[src/rtl/gray_cmd_arb.sv]
// Round-robin arbiter sharing the one-hot sequencer's command input among NREQ requesters.
// Holds a granted command until the FSM leaves idle and comes back, or until a timeout fires.
module gray_cmd_arb #(
  parameter int                NREQ      = 4,
  parameter int                CMD_W     = 4,
  parameter int                OUT_W     = 8,
  parameter logic [OUT_W-1:0]  IDLE_CODE = {{(OUT_W-1){1'b0}}, 1'b1},
  parameter logic [CMD_W-1:0]  IDLE_CMD  = '0,
  parameter int                TIMEOUT   = 32
) (
  input  logic                     clk,
  input  logic                     rst,
  input  logic [NREQ-1:0]          req_valid,
  input  logic [NREQ*CMD_W-1:0]    req_cmd,
  output logic [NREQ-1:0]          req_ready,
  output logic [CMD_W-1:0]         fsm_cmd,
  input  logic [OUT_W-1:0]         fsm_out,
  output logic [NREQ-1:0]          grant,
  output logic                     busy,
  output logic                     done,
  output logic [$clog2(NREQ)-1:0]  done_id,
  output logic                     tmo
);

  localparam int IW = $clog2(NREQ);
  localparam int TW = $clog2(TIMEOUT);

  typedef enum logic {S_IDLE, S_RUN} state_t;

  state_t           state;
  logic [IW-1:0]    ptr;
  logic             left;
  logic [TW-1:0]    timer;

  logic [IW-1:0]    win;
  logic             any;
  logic [NREQ-1:0]  win_oh;
  logic [CMD_W-1:0] win_cmd;
  logic             at_idle;
  logic             complete;
  logic             expired;

  // Scan offsets from far to near so the nearest valid index after ptr is the last write.
  always_comb begin
    win = ptr;
    any = 1'b0;
    for (int k = NREQ; k >= 1; k--) begin
      if (req_valid[IW'((int'(ptr) + k) % NREQ)]) begin
        win = IW'((int'(ptr) + k) % NREQ);
        any = 1'b1;
      end
    end
  end

  always_comb begin
    win_cmd = IDLE_CMD;
    for (int k = 0; k < NREQ; k++) begin
      if (win == IW'(k)) win_cmd = req_cmd[k*CMD_W +: CMD_W];
    end
  end

  assign win_oh    = {{(NREQ-1){1'b0}}, 1'b1} << win;
  assign req_ready = (state == S_IDLE && any) ? win_oh : '0;

  assign at_idle  = (fsm_out == IDLE_CODE);
  assign complete = left && at_idle;
  assign expired  = (timer == TW'(TIMEOUT - 1));

  always_ff @(posedge clk or posedge rst) begin
    if (rst) begin
      state   <= S_IDLE;
      fsm_cmd <= IDLE_CMD;
      grant   <= '0;
      busy    <= 1'b0;
      done    <= 1'b0;
      tmo     <= 1'b0;
      done_id <= '0;
      ptr     <= IW'(NREQ - 1);
      left    <= 1'b0;
      timer   <= '0;
    end else begin
      done <= 1'b0;
      tmo  <= 1'b0;
      case (state)
        S_IDLE: begin
          if (any) begin
            state   <= S_RUN;
            fsm_cmd <= win_cmd;
            grant   <= win_oh;
            busy    <= 1'b1;
            ptr     <= win;
            left    <= 1'b0;
            timer   <= '0;
          end
        end
        S_RUN: begin
          timer <= timer + 1'b1;
          if (!at_idle) left <= 1'b1;
          // Completion takes precedence when it coincides with the last timeout cycle.
          if (complete || expired) begin
            state   <= S_IDLE;
            fsm_cmd <= IDLE_CMD;
            grant   <= '0;
            busy    <= 1'b0;
            done_id <= ptr;
            done    <= complete;
            tmo     <= !complete;
          end
        end
        default: state <= S_IDLE;
      endcase
    end
  end

endmodule

[config.mk]
export PLATFORM = sky130hd
export DESIGN_NAME = gray_cmd_arb
export DESIGN_NICKNAME = d
export VERILOG_FILES = /design/src/rtl/gray_cmd_arb.sv
export SDC_FILE = /design/constraint.sdc
export NUM_CORES = 1
export LEC_CHECK = 0
export ABC_AREA = 0
export CAP_MARGIN = 5
export CORE_ASPECT_RATIO = 0.8
export CORE_UTILIZATION = 35
export DETAILED_ROUTE_END_ITERATION = 8
export HOLD_SLACK_MARGIN = 0.08
export MAX_ROUTING_LAYER = met4
export PLACE_DENSITY = 0.76
export SLEW_MARGIN = 15
export SYNTH_ARGS = -nofsm -noshare
export SYNTH_HDL_FRONTEND = slang
export SYNTH_SLANG_ARGS = --single-unit
[constraint.sdc]
create_clock -name clk -period 3.2 [get_ports clk]
set_input_delay 0.32 -clock clk [delete_from_list [all_inputs] [get_ports clk]]
set_output_delay 0.32 -clock clk [all_outputs]
set_load 0.02 [all_outputs]
### After elaboration in Yosys (flattened, before gate mapping)

Index checks and enable logic that the tools add are counted.

| storage, ports and cells | value |
|---|---|
| input bits | 30 |
| register bits | 22 |

| operators by class | value |
|---|---|
| multiplexer cells | 45 |
| $lt $le $gt $ge | 4 |
| reduce and logical (&&, ||, !) cells | 9 |
| shift operators | 1 |
| equal/unequal tests | 8 |
| bitwise gates (word level) | 1 |
| add/subtract/negate cells | 5 |

Operator list:

| operator | number |
|---|---|
| $mux 4 | 8 |
| $mux 1 | 22 |
| $lt 2x4->1 const B | 4 |
| $pmux 4 s2 | 2 |
| $pmux 5 s2 | 1 |
| $bmux 1 s2 | 4 |
| $eq 8x1->1 const B | 1 |
| $mux 2 | 4 |
| $reduce_and 2->1 | 4 |
| $pmux 1 s2 | 3 |
| $add 5x1->5 const B | 1 |
| $eq 5x5->1 const B | 1 |
| $mux 5 | 1 |
| $add 2x1->2 const B | 2 |
| $add 2x2->2 const B | 2 |
| $eq 2x2->1 const B | 2 |
| $ne 2x2->1 const B | 2 |
| $shl 1x2->4 const A | 1 |
| $eq 2x1->1 const B | 1 |
| $logic_and 1x1->1 | 2 |
| $logic_not 2->1 | 1 |
| $ne 2x1->1 const B | 1 |
| $logic_not 1->1 | 1 |
| $logic_or 1x1->1 | 1 |
| $not 1->1 | 1 |

### Longest topological paths before layout

Gate-level depths: netlist (run 1).

| depth | value |
|---|---|
| word-level depth | 15 |
| mapped depth | 7 |
| gate-level depth less buffers | 7 |

### Worst setup path before layout (run 1)

No wires, ideal clock.

| path | value |
|---|---|
| path type | register to output |
| from | register ptr[0] |
| to | output port req_ready[3] |
| setup slack | 1,206 ps |
| cell stages (with the launch flop) | 5 |
| arrival | 1,674 ps |
| required time | 2,880 ps |
| cells stage by stage | dfstp_2 nor2b_1 o21bai_1 nand3_2 nor3_1 |

| between the ends | value |
|---|---|
| word-level cells in the longest chain between the ends | 10 |
| elaborated cells on any way between the ends | 27 |
| classes of those cells | 4 x add/sub; 1 x shift; 21 x mux; 1 x reduce/logical |

RTL lines:

| item | line | RTL |
|---|---|---|
| from (decl) | 31 | `logic [IW-1:0] ptr;` |
| from (signal assigned) | 78 | `ptr <= IW'(NREQ - 1);` |
| from (signal assigned) | 91 | `ptr <= win;` |
| $add 2x1->2 | 48, 49 |  |
| $bmux 1 s2 | 48 | `if (req_valid[IW'((int'(ptr) + k) % NREQ)]) begin` |
| $mux 1 (implied by the code) (2 in a row) | 48 |  |
| $mux 2 or $mux 1 (tied branches) (4 in a row) | 48 |  |
| $shl 1x2->4 or $logic_and 1x1->1 (tied branches) | 62, 63 |  |
| $mux 4 (*) | 63 | `assign req_ready = (state == S_IDLE && any) ? win_oh : '0;` |
| to (decl) | 15 | `output logic [NREQ-1:0] req_ready,` |

Every way passes the cells marked *; elsewhere a longest branch is shown, timed or not. The select of a mux whose other input is x is not followed.

### Worst setup path after layout (run 1)

| path | value |
|---|---|
| from | input port req_valid[1] |
| to | output port req_ready[3] |

| between the ends | value |
|---|---|
| word-level cells in the longest chain between the ends | 9 |
| elaborated cells on any way between the ends | 23 |
| classes of those cells | 1 x shift; 21 x mux; 1 x reduce/logical |

RTL lines:

| item | line | RTL |
|---|---|---|
| from (decl) | 13 | `input logic [NREQ-1:0] req_valid,` |
| $bmux 1 s2 | 48 |  |
| $mux 1 (implied by the code) (2 in a row) | 48 |  |
| $mux 2 or $mux 1 (tied branches) (4 in a row) | 48 |  |
| $shl 1x2->4 or $logic_and 1x1->1 (tied branches) | 62, 63 |  |
| $mux 4 (*) | 63 |  |

Marked as above.

==> flow_results.org, run 1 <==
** Synth
- Of the synthesized area, sequential elements account for 0.478.
- After synthesis, the share of flip-flops with an asynchronous set or reset is 1.00.
- Mean instance size in the synthesized netlist :: 9.89 sq um
- Number of instances in the synthesized netlist :: 117
- Count of state elements after synthesis :: 22
- Counting distinct cell types in the post-synthesis netlist gives 40.
- Yosys printed 0 warnings.
- Synth Net Count :: 149
- Counting flops with a built-in enable in the synthesized netlist gives 0.
- Top_reg_cell synth :: dfrtp_1
- The synthesized netlist occupies a cell area of 0.00116 sq mm.

** CTS
- Hold_buf cts :: 0
- Clock latency of the later-clocked register in the worst-skew pair :: 0.27 ns
- In this run the number of H-tree levels came out at 1.
- TritonCTS built the clock tree.
- Clock root cell :: clkbuf_8
- Number of gates resized after CTS :: 0
- TritonCTS buffer count :: 3
- Clock-pin slew was measured on the worst setup and hold paths at 0.09 ns.
- Setup Fix Bufs, Post-CTS :: 0
- Clk sink count :: 22
- Maximum count of clock buffers along a single path :: 2

** Global routing
- Via count of the first global-routing pass :: 1,014
- Global Route Usage Sum :: 0.173
- The total overflow left after global routing is 0.
- Initial antenna violation count :: 0
- Pin count of the biggest net entering global routing :: 23
- Wire length of the first global-routing pass :: 4.39 mm

** Setup path
- R2R Path End :: fsm_cmd[2]
- Crit Path Category :: in -> out
- Most frequent cell on the critical path :: clkdlybuf4s50_1
- Minimum setup slack among reg-to-reg paths :: 1.42 ns
- Critical Path RT :: 2.88 ns
- Beginning of the critical path :: req_valid[1]
- Worst setup endpoint :: req_ready[3]
- Worst-path cell chain :: clkdlybuf4s50_1, nor2b_1, o21bai_1, nand3_2, nor3_1, clkdlybuf4s50_1
- Slowest library cell on the worst path :: clkdlybuf4s50_1
- In this run the critical register-to-register path is launched from ptr[1].
- Cells on worst reg2reg path :: 5
- Delay of the slowest cell on the worst path :: 0.67 ns
- Crit path DAT :: 2.54 ns
- STA classifies the critical path endpoint as an output port.
- Of all nets on the critical path, the largest fanout is 7.
- Sort of element at the start of the critical path :: input pin

** Floorplanning
- Die Height :: 53.4 um
- Floorplan row count :: 18
- Die W :: 66.3 um
- DIE AREA :: 0.00354 sq mm
- Floorplan Core Area :: 0.00311 sq mm
- For this configuration, the core starts out at a cell density of 0.372.
- Top-level I/O count :: 47

** Drt
- Summed over all layers, the routed wires come to 2.68 mm.
- Summing over every cut layer, the via total after detailed routing is 1,079.
- In the routed design, unresolved DRC markers number 0.
- Detailed route wirelength on metal3 :: 159 um
- Summed over all nets, wire length on met2 after detailed routing comes to 1.36 mm.
- Using the TritonRoute via totals, the vias-per-cell ratio works out to 5.32.
- The detailed router put a total of 1.15 mm of wire on met1.
- The detailed router used layers up to and including met4.
- After detailed routing, the average wire length per cell comes to 13.2 um.
- The count of nets left with antenna violations once routing finished came out at 0.
- Detailed router's first-iteration violation count :: 35
- The first TritonRoute pass finished after 4 iterations.

** STA
- Based on the critical path, the design can be clocked at up to 0.350 GHz.
- Pins over their slew limit :: 0
- Between clock sinks in the finished design, the worst skew comes to 0.00945 ns.
- Of the available clock period, the critical path in the final layout requires 0.894.
- The worst pin sits at a relative slew slack of 0.453.
- The worst path in the final design needs a cycle of 2.86 ns, including I/O delays and setup.
- Setup_tns :: 0 ns
- On the final layout, the worst hold slack is 0.492 ns.
- The final-report hold violation count was 0.
- Worst Max-Slew Pin Slew :: 0.819 ns
- Final number of setup-violating endpoints :: 0
- Setup repair after global routing left no endpoint under its margin.

** Finish
- Area of all placed cells without fillers :: 0.00172 sq mm
- In the final layout, the share of cells above drive strength 1 is 0.0798.
- Filler-free cell count of the finished design :: 203
- The final layout contains 196 nets.
- The library cells used most frequently in the layout, excluding fill and tap cells, are clkdlybuf4s50_1, dfrtp_1, nand2_1, nor2_1, o21ai_0.
- Leaving out fill and tap cells, the most frequent cell in the layout is clkdlybuf4s50_1.
- The number of antenna diodes in the final layout is 0.
- Area Growth Syn to Fin :: 48.8%

** Pwr
- The analysis attributes to cell leakage a power of 0.739 nW.
- Maximum vdd drop :: 0.298 mV
- Total Power :: 0.00132 W
- For this design the ratio of total power to cell area is 769 mW/mm^2.

** Placed design
- IO Port Bufs :: 46
- Detailed placement ended at an HPWL of 2.14 mm.
- RD Place Congestion :: 0.836
- Number of cells after detailed placement :: 199
- Area after DPL :: 0.00165 sq mm

** Worst hold path
- Type of the most critical hold path :: reg -> reg

** Run
- Max-cap violations in this run came to 0.

** Run status
- Run status :: finished, final reports clean
## kinds of logic (layout without fill, tap and decap cells)
kind of cell,Yosys count,in the layout,synth area share
simple gates,47,47,0.222
compound gates,30,30,0.186
flops,22,22,0.478
buf+inv,9,55,0.0314
mux,6,6,0.0541
fa+ha+maj,2,2,0.0216
xor+xnor,1,1,0.00757
## synthesized netlist by cell type, types with 4 or more instances
master	instances	area (sq um)
o21ai_0	6	30.0
inv_1	5	18.8
nand2b_1	4	25.0
nand2_1	13	48.8
dfrtp_1	20	500
nor2_1	8	30.0
mux2i_1	4	40.0
## power breakdown
group          internal (W)  leakage, nW  switching [W]
Sequential         0.000397        0.268      0.0000852
Combinational      0.000287        0.435       0.000294
Clock              0.000167       0.0357      0.0000931
## critical path: cells and delay by family
family                 cells  cell delay [ns]
buffers and inverters      2             1.14
and+or+nand+nor            3             0.76
AOI/OAI and AO/OA          1             0.33
## flip-flops by register name (all words and copies together) (netlist names)
name and count:
timer 5, fsm_cmd 4, grant 4, done_id 2
ptr 2, busy 1, done 1, left 1
state 1, tmo 1
## how the worst min path moves through the flow
stage | slack (ns) | start | endpoint | depth (start not counted)
floorplan | 0.31 | rst | busy | 1
global placement | 0.46 | grant[1] | grant[1] | 1
detailed placement | 0.47 | grant[1] | grant[1] | 1
CTS | 0.49 | grant[1] | grant[1] | 1
global route | 0.51 | grant[3] | grant[3] | 1
finish | 0.49 | grant[2] | grant[2] | 1
## layer usage
layer  vias to the layer above  global-route usage
met3                         2              0.0474
met2                        39               0.304
met4                         0              0.0461
li1                        518                   -
met5                         -                   -
met1                       520               0.194
## layout make-up
| type | instances | area [sq um] |
|---|---|---|
| Tap cell | 40 | 50.0 |
| Clock buffer | 3 | 41.3 |
| Fill cell | 281 | 1390 |
| Sequential cell | 22 | 553 |
| Timing Repair Buffer | 46 | 460 |
| Clock inverter | 1 | 30.0 |
| Inverter | 5 | 18.8 |
| Multi-Input combinational cell | 86 | 568 |
## stage by stage
step / setup slack, ns / utilization
6_report: 0.339 / 0.554
5_1_grt: 0.144 / 0.554
4_1_cts: 0.349 / 0.554
3_5_place_dp: 0.352 / 0.531
3_3_place_gp: 0.452 / 0.531
2_1_floorplan: 1.21 / -
Note: power is estimated with default switching activity, not from simulation.
==> run 2: changes to the inputs <==
CTS_CLUSTER_SIZE = 14   (was not set)
==> results of run 2 <==
No change in the layout: final DEF, timing and power equal those of run 1.
==> RTL edit 1 (flow settings as in run 2) <==
`NREQ`: 4 -> 2.
--- a/src/rtl/gray_cmd_arb.sv
+++ b/src/rtl/gray_cmd_arb.sv
@@ -1,7 +1,7 @@
 // Round-robin arbiter sharing the one-hot sequencer's command input among NREQ requesters.
 // Holds a granted command until the FSM leaves idle and comes back, or until a timeout fires.
 module gray_cmd_arb #(
-  parameter int                NREQ      = 4,
+  parameter int                NREQ      = 2,
   parameter int                CMD_W     = 4,
   parameter int                OUT_W     = 8,
   parameter logic [OUT_W-1:0]  IDLE_CODE = {{(OUT_W-1){1'b0}}, 1'b1},
Interface: changed (5 resized); port bits go from 47 to 32. The function was not compared with the original's and may differ.
==> RTL edit 1 against run 2 <==
Wire length is 30% lower; hold slack worse by 0.081 ns; clock skew hardly changed; critical endpoint is now req_ready[0]; largest power group unchanged; via count is 30% lower; worst setup slack better by 0.54 ns; final area is 24% lower; area after synthesis is 19% lower; sequential cell count is 4 lower; first-iteration DRC count is 69% lower; total power is 21% lower; synthesized cell count is 26% lower.
==> RTL edit 1: results <==
metrics = {
    "placed_design": {
        "gp_congestion": 0.8483,
        "io_buffers": 30,
        "place_inst": 150,
        "post-place-ws_ns": 1.007,
        "hpwl_um": 1420,
    },
    "route": {
        "vias": 755,
        "wl_met1_um": 832,
        "wl_per_cell_um": 12.22,
        "via_per_inst": 4.903,
        "drt-initial-drc-count": 11,
        "drtPass1Iterations": 3,
    },
    "timing": {
        "timing.final.crit_share_pct": 72.68,
        "fin_hold_ws_ns": 0.4102,
        "skew_ns": 0.009644,
        "max_slew_margin_pct": 53.97,
    },
    "synthesis": {
        "yosys-top-cells-count": "dfrtp_1 (17), nor2_1 (10), mux2i_1 (6)",
        "syn_nets": 109,
        "synth-compound-area-share_pct": 18.88,
        "synth_fa_ha_area_share_pct": 2.660,
        "synth-xor-area-share_pct": 0.9309,
        "netlist_instances": 87,
        "ys_types": 30,
        "synthMuxAreaShare_pct": 7.580,
        "synth_area_leaders": "dfrtp_1 (45%), mux2i_1 (6.4%), nor2_1 (4.0%)",
        "seq_area_frac_synth_pct": 48.01,
    },
    "setup_path": {
        "path_max_fanout": 22,
        "reg2reg_depth": 6,
        "setup.worst_path.end": "req_ready[0]",
        "cpMaxStageDelayCell": "dfrtp_1",
        "cp_top_family": "flip-flops",
        "worstSetupStartpoint": "state$_DFF_PP0_",
        "worstReg2RegEnd": "grant[1]$_DFFE_PP0P_",
        "ff2ff_setup_slack_ns": 1.39,
        "critPathArrivalTime_ns": 2.01,
        "max_stage_delay_ns": 0.61,
    },
    "cells_and_area": {
        "design_area_um2": 1311,
        "reg_top3": "timer x5, fsm_cmd x4, grant x2",
        "nets": 141,
        "n_antenna_cell": 0,
        "fillerInstances": 236,
        "drive_above_1_share_pct": 9.322,
    },
    "grt": {
        "antenna_found_initial": 0,
        "grt_usage_pct": 14.46,
        "gr-usage-met3_pct": 5.615,
        "grt_pass1_vias": 727,
        "grtUsageMet1_pct": 16.07,
        "grt_pass1_wl_um": 3118,
        "use_met2_pct": 24.63,
    },
    "power": {
        "ir_drop_uv": 328.2,
        "p_switching_mw": 0.3908,
    },
    "clock_network": {
        "cts-root-buf": "clkbuf_4",
        "clkTransAtPathRegs_ns": 0.11,
        "insertion_delay_ns": 0.30,
    },
    "worst_hold_path": {
        "hold_class": "input pin to asynchronous set/reset pin",
    },
    "outcome": {
        "status": "finished clean",
    },
}
RTL edit 1: cell count changes in the layout (fill, tap and decap cells not counted), moves of 3 or more:
cell | before | now
a211oi_1 | 0 | 4
clkdlybuf4s50_1 | 46 | 30
nand4b_1 | 3 | 0
dfrtp_1 | 20 | 17
clkbuf_4 | 0 | 3
o2111ai_1 | 3 | 0
nand2_1 | 13 | 5
o211ai_1 | 3 | 0
nor3_1 | 3 | 0
RTL edit 1: power by group through the flow:
stage	Sequential (mW)	Clock, mW	Combinational (mW)
after CTS	0.448	0.146	0.459
after detailed placement	0.451	0	0.457
final	0.447	0.141	0.453
after global routing	0.465	0.158	0.500
after floorplan	0.440	0	0.296
after global placement	0.445	0	0.442
RTL edit 1: area by class of cell:
class                           count  share of cell area (%)
Inverter                            3                  0.8588
Sequential cell                    18                   34.45
Multi-Input combinational cell     62                   35.02
Tap cell                           36                   3.435
Timing Repair Buffer               31                   23.47
Clock buffer                        4                   2.767
==> RTL edit 2 (flow settings as in run 2) <==
Made on the original files. Reset style: synchronous (`rst`), changed in one clocked block.
--- a/src/rtl/gray_cmd_arb.sv
+++ b/src/rtl/gray_cmd_arb.sv
@@ -66,7 +66,7 @@
   assign complete = left && at_idle;
   assign expired  = (timer == TW'(TIMEOUT - 1));
 
-  always_ff @(posedge clk or posedge rst) begin
+  always_ff @(posedge clk) begin
     if (rst) begin
       state   <= S_IDLE;
       fsm_cmd <= IDLE_CMD;
Formal check against the unedited RTL: differs if rst is asserted again (counterexample within 4 cycles, from zero or initial values and one cycle with rst high); with rst held inactive, the same outputs for 4 cycles.
==> RTL edit 2 against run 2 <==
Final area rose by 1.4%; fmax fell by 4.0%; count of clock-buffer cells in the layout grew 1; sequential cell count stayed put; worst setup slack lost 0.12 ns; via count grew 14%; utilization fell by 0.43 points; critical path depth is the same; global-route usage up 1.3 points; wire length rose by 20%; area after synthesis is 3.7% higher; critical path type unchanged; critical endpoint unchanged; highest routed layer unchanged.
Power is not compared: it rests on default switching activity, and its combinational part moved more than twofold at a synthesized area within 25%.
==> RTL edit 2: results <==
metrics = {
    "placed_design": {
        "placed_cell_area_um2": 1690,
        "io_buffers": 46,
        "hpwl_um": 2493,
        "gp_congestion": 0.8291,
        "post-place-ws_ns": 0.2471,
    },
    "setup_path": {
        "max_stage_delay_ns": 0.65,
        "cpMaxStageDelayCell": "or4b_2",
        "cp_top_family": "buffers and inverters",
        "path_max_fanout": 6,
        "critPathArrivalTime_ns": 2.66,
        "reg2reg_depth": 4,
        "ff2ff_setup_slack_ns": 1.10,
        "r2r_start": "ptr[0]$_SDFFE_PP1P_",
        "worstReg2RegEnd": "fsm_cmd[0]$_SDFFE_PP0P_",
    },
    "grt": {
        "grt_max_degree": 17,
        "grt_usage_pct": 18.51,
        "antenna_found_initial": 0,
        "grt_pass1_vias": 1119,
        "grt_pass1_wl_um": 4836,
    },
    "synthesis": {
        "async_flop_share_pct": 0,
        "syn_nets": 176,
        "seq_area_frac_synth_pct": 36.70,
        "synthFlopType": "dfxtp_1",
        "synth-compound-area-share_pct": 26.69,
        "synthMuxAreaShare_pct": 3.650,
        "ys_types": 44,
        "synth_area_leaders": "dfxtp_1 (37%), a21oi_1 (6.3%), o21ai_0 (5.0%)",
        "syn_area_per_cell_um2": 8.333,
        "yosys-top-cells-count": "dfxtp_1 (22), a21oi_1 (15), o21ai_0 (12)",
        "synth_fa_ha_area_share_pct": 2.086,
        "synth-xor-area-share_pct": 0,
    },
    "clock_network": {
        "clock_path_buffers": 2,
        "numCtsBuffers": 3,
        "cts.htree.levels": 1,
        "clkTransAtPathRegs_ns": 0.07,
        "post_cts_buffers": 0,
        "insertion_delay_ns": 0.26,
        "cts_resized": 0,
        "cts-root-buf": "clkbuf_8",
    },
    "worst_hold_path": {
        "hold_class": "flop to flop",
        "min_to": "grant[3]$_SDFFE_PP0P_",
        "worstHoldStart": "grant[3]$_SDFFE_PP0P_",
        "min_path_cells": 2,
    },
    "cells_and_area": {
        "n_antenna_cell": 0,
        "nets": 223,
        "drive_above_1_share_pct": 10.53,
        "reg_top3": "timer x5, fsm_cmd x4, grant x4",
    },
    "route": {
        "drt-initial-drc-count": 157,
        "wl_per_cell_um": 13.94,
        "wirelength_um": 3207,
        "drtPass1Iterations": 4,
        "antenna_left": 0,
        "via_per_inst": 5.348,
    },
    "power": {
        "ir_drop_uv": 196.4,
        "power.leakage_nw": 0.6677,
        "p_switching_mw": 0.1872,
    },
    "timing": {
        "skew_ns": 0.007531,
        "max_slew_margin_pct": 67.56,
        "fin_hold_ws_ns": 0.4583,
    },
    "outcome": {
        "status": "finished clean",
    },
}
## RTL edit 2: changes by cell type after synthesis, moves of 3 or more
cell / change
nand4b_1: -3
a22oi_1: +3
a21o_1: -3
nand3_1: +3
mux2_1: +3
dfrtp_1: -20
a221o_1: +4
mux2i_1: -3
a21oi_1: +12
o21ai_0: +6
dfxtp_1: +22
## RTL edit 2: worst min-delay path: stages (launching register included)
cell and delay [ns]:
dfxtp_1 0.31, nand2_1 0.05, a21oi_1 0.05
## RTL edit 2: layout make-up
cell class              instances  area, um2
multi-input cells             110      698.2
repair buffers                 49      483.0
flip-flops and latches         22      440.4
inverters                       5      18.77
fillers                       276       1430
well taps                      40      50.05
clock buffers                   4      55.05
## RTL edit 2: worst max-delay path by stage
stage	startpoint	endpoint	slack, ns	cells after the start
after CTS	req_valid[2]	req_ready[3]	0.23	6
after floorplan	req_valid[1]	req_ready[2]	1.25	4
after global placement	req_valid[2]	req_ready[3]	0.32	6
after detailed placement	req_valid[2]	req_ready[3]	0.25	6
final	req_valid[2]	req_ready[3]	0.22	6
after global routing	req_valid[2]	req_ready[3]	0.08	6
## RTL edit 2: power groups by stage
stage                     sequential (mW)  clock [mW]  combinational (mW)
after floorplan                     0.318           0              0.0872
after global placement              0.312           0               0.172
after detailed placement            0.313           0               0.175
after CTS                           0.307       0.205               0.176
after global routing                0.310       0.217               0.191
final                               0.308       0.198               0.176
## RTL edit 2: routing by layer
| layer | part of all wire [%] | global-route usage (%) |
|---|---|---|
| met3 | 6.4 | 4.792 |
| met2 | 48 | 31.35 |
| met1 | 45 | 21.55 |
| met4 | 0.84 | 5.674 |
| met5 | 0 | - |
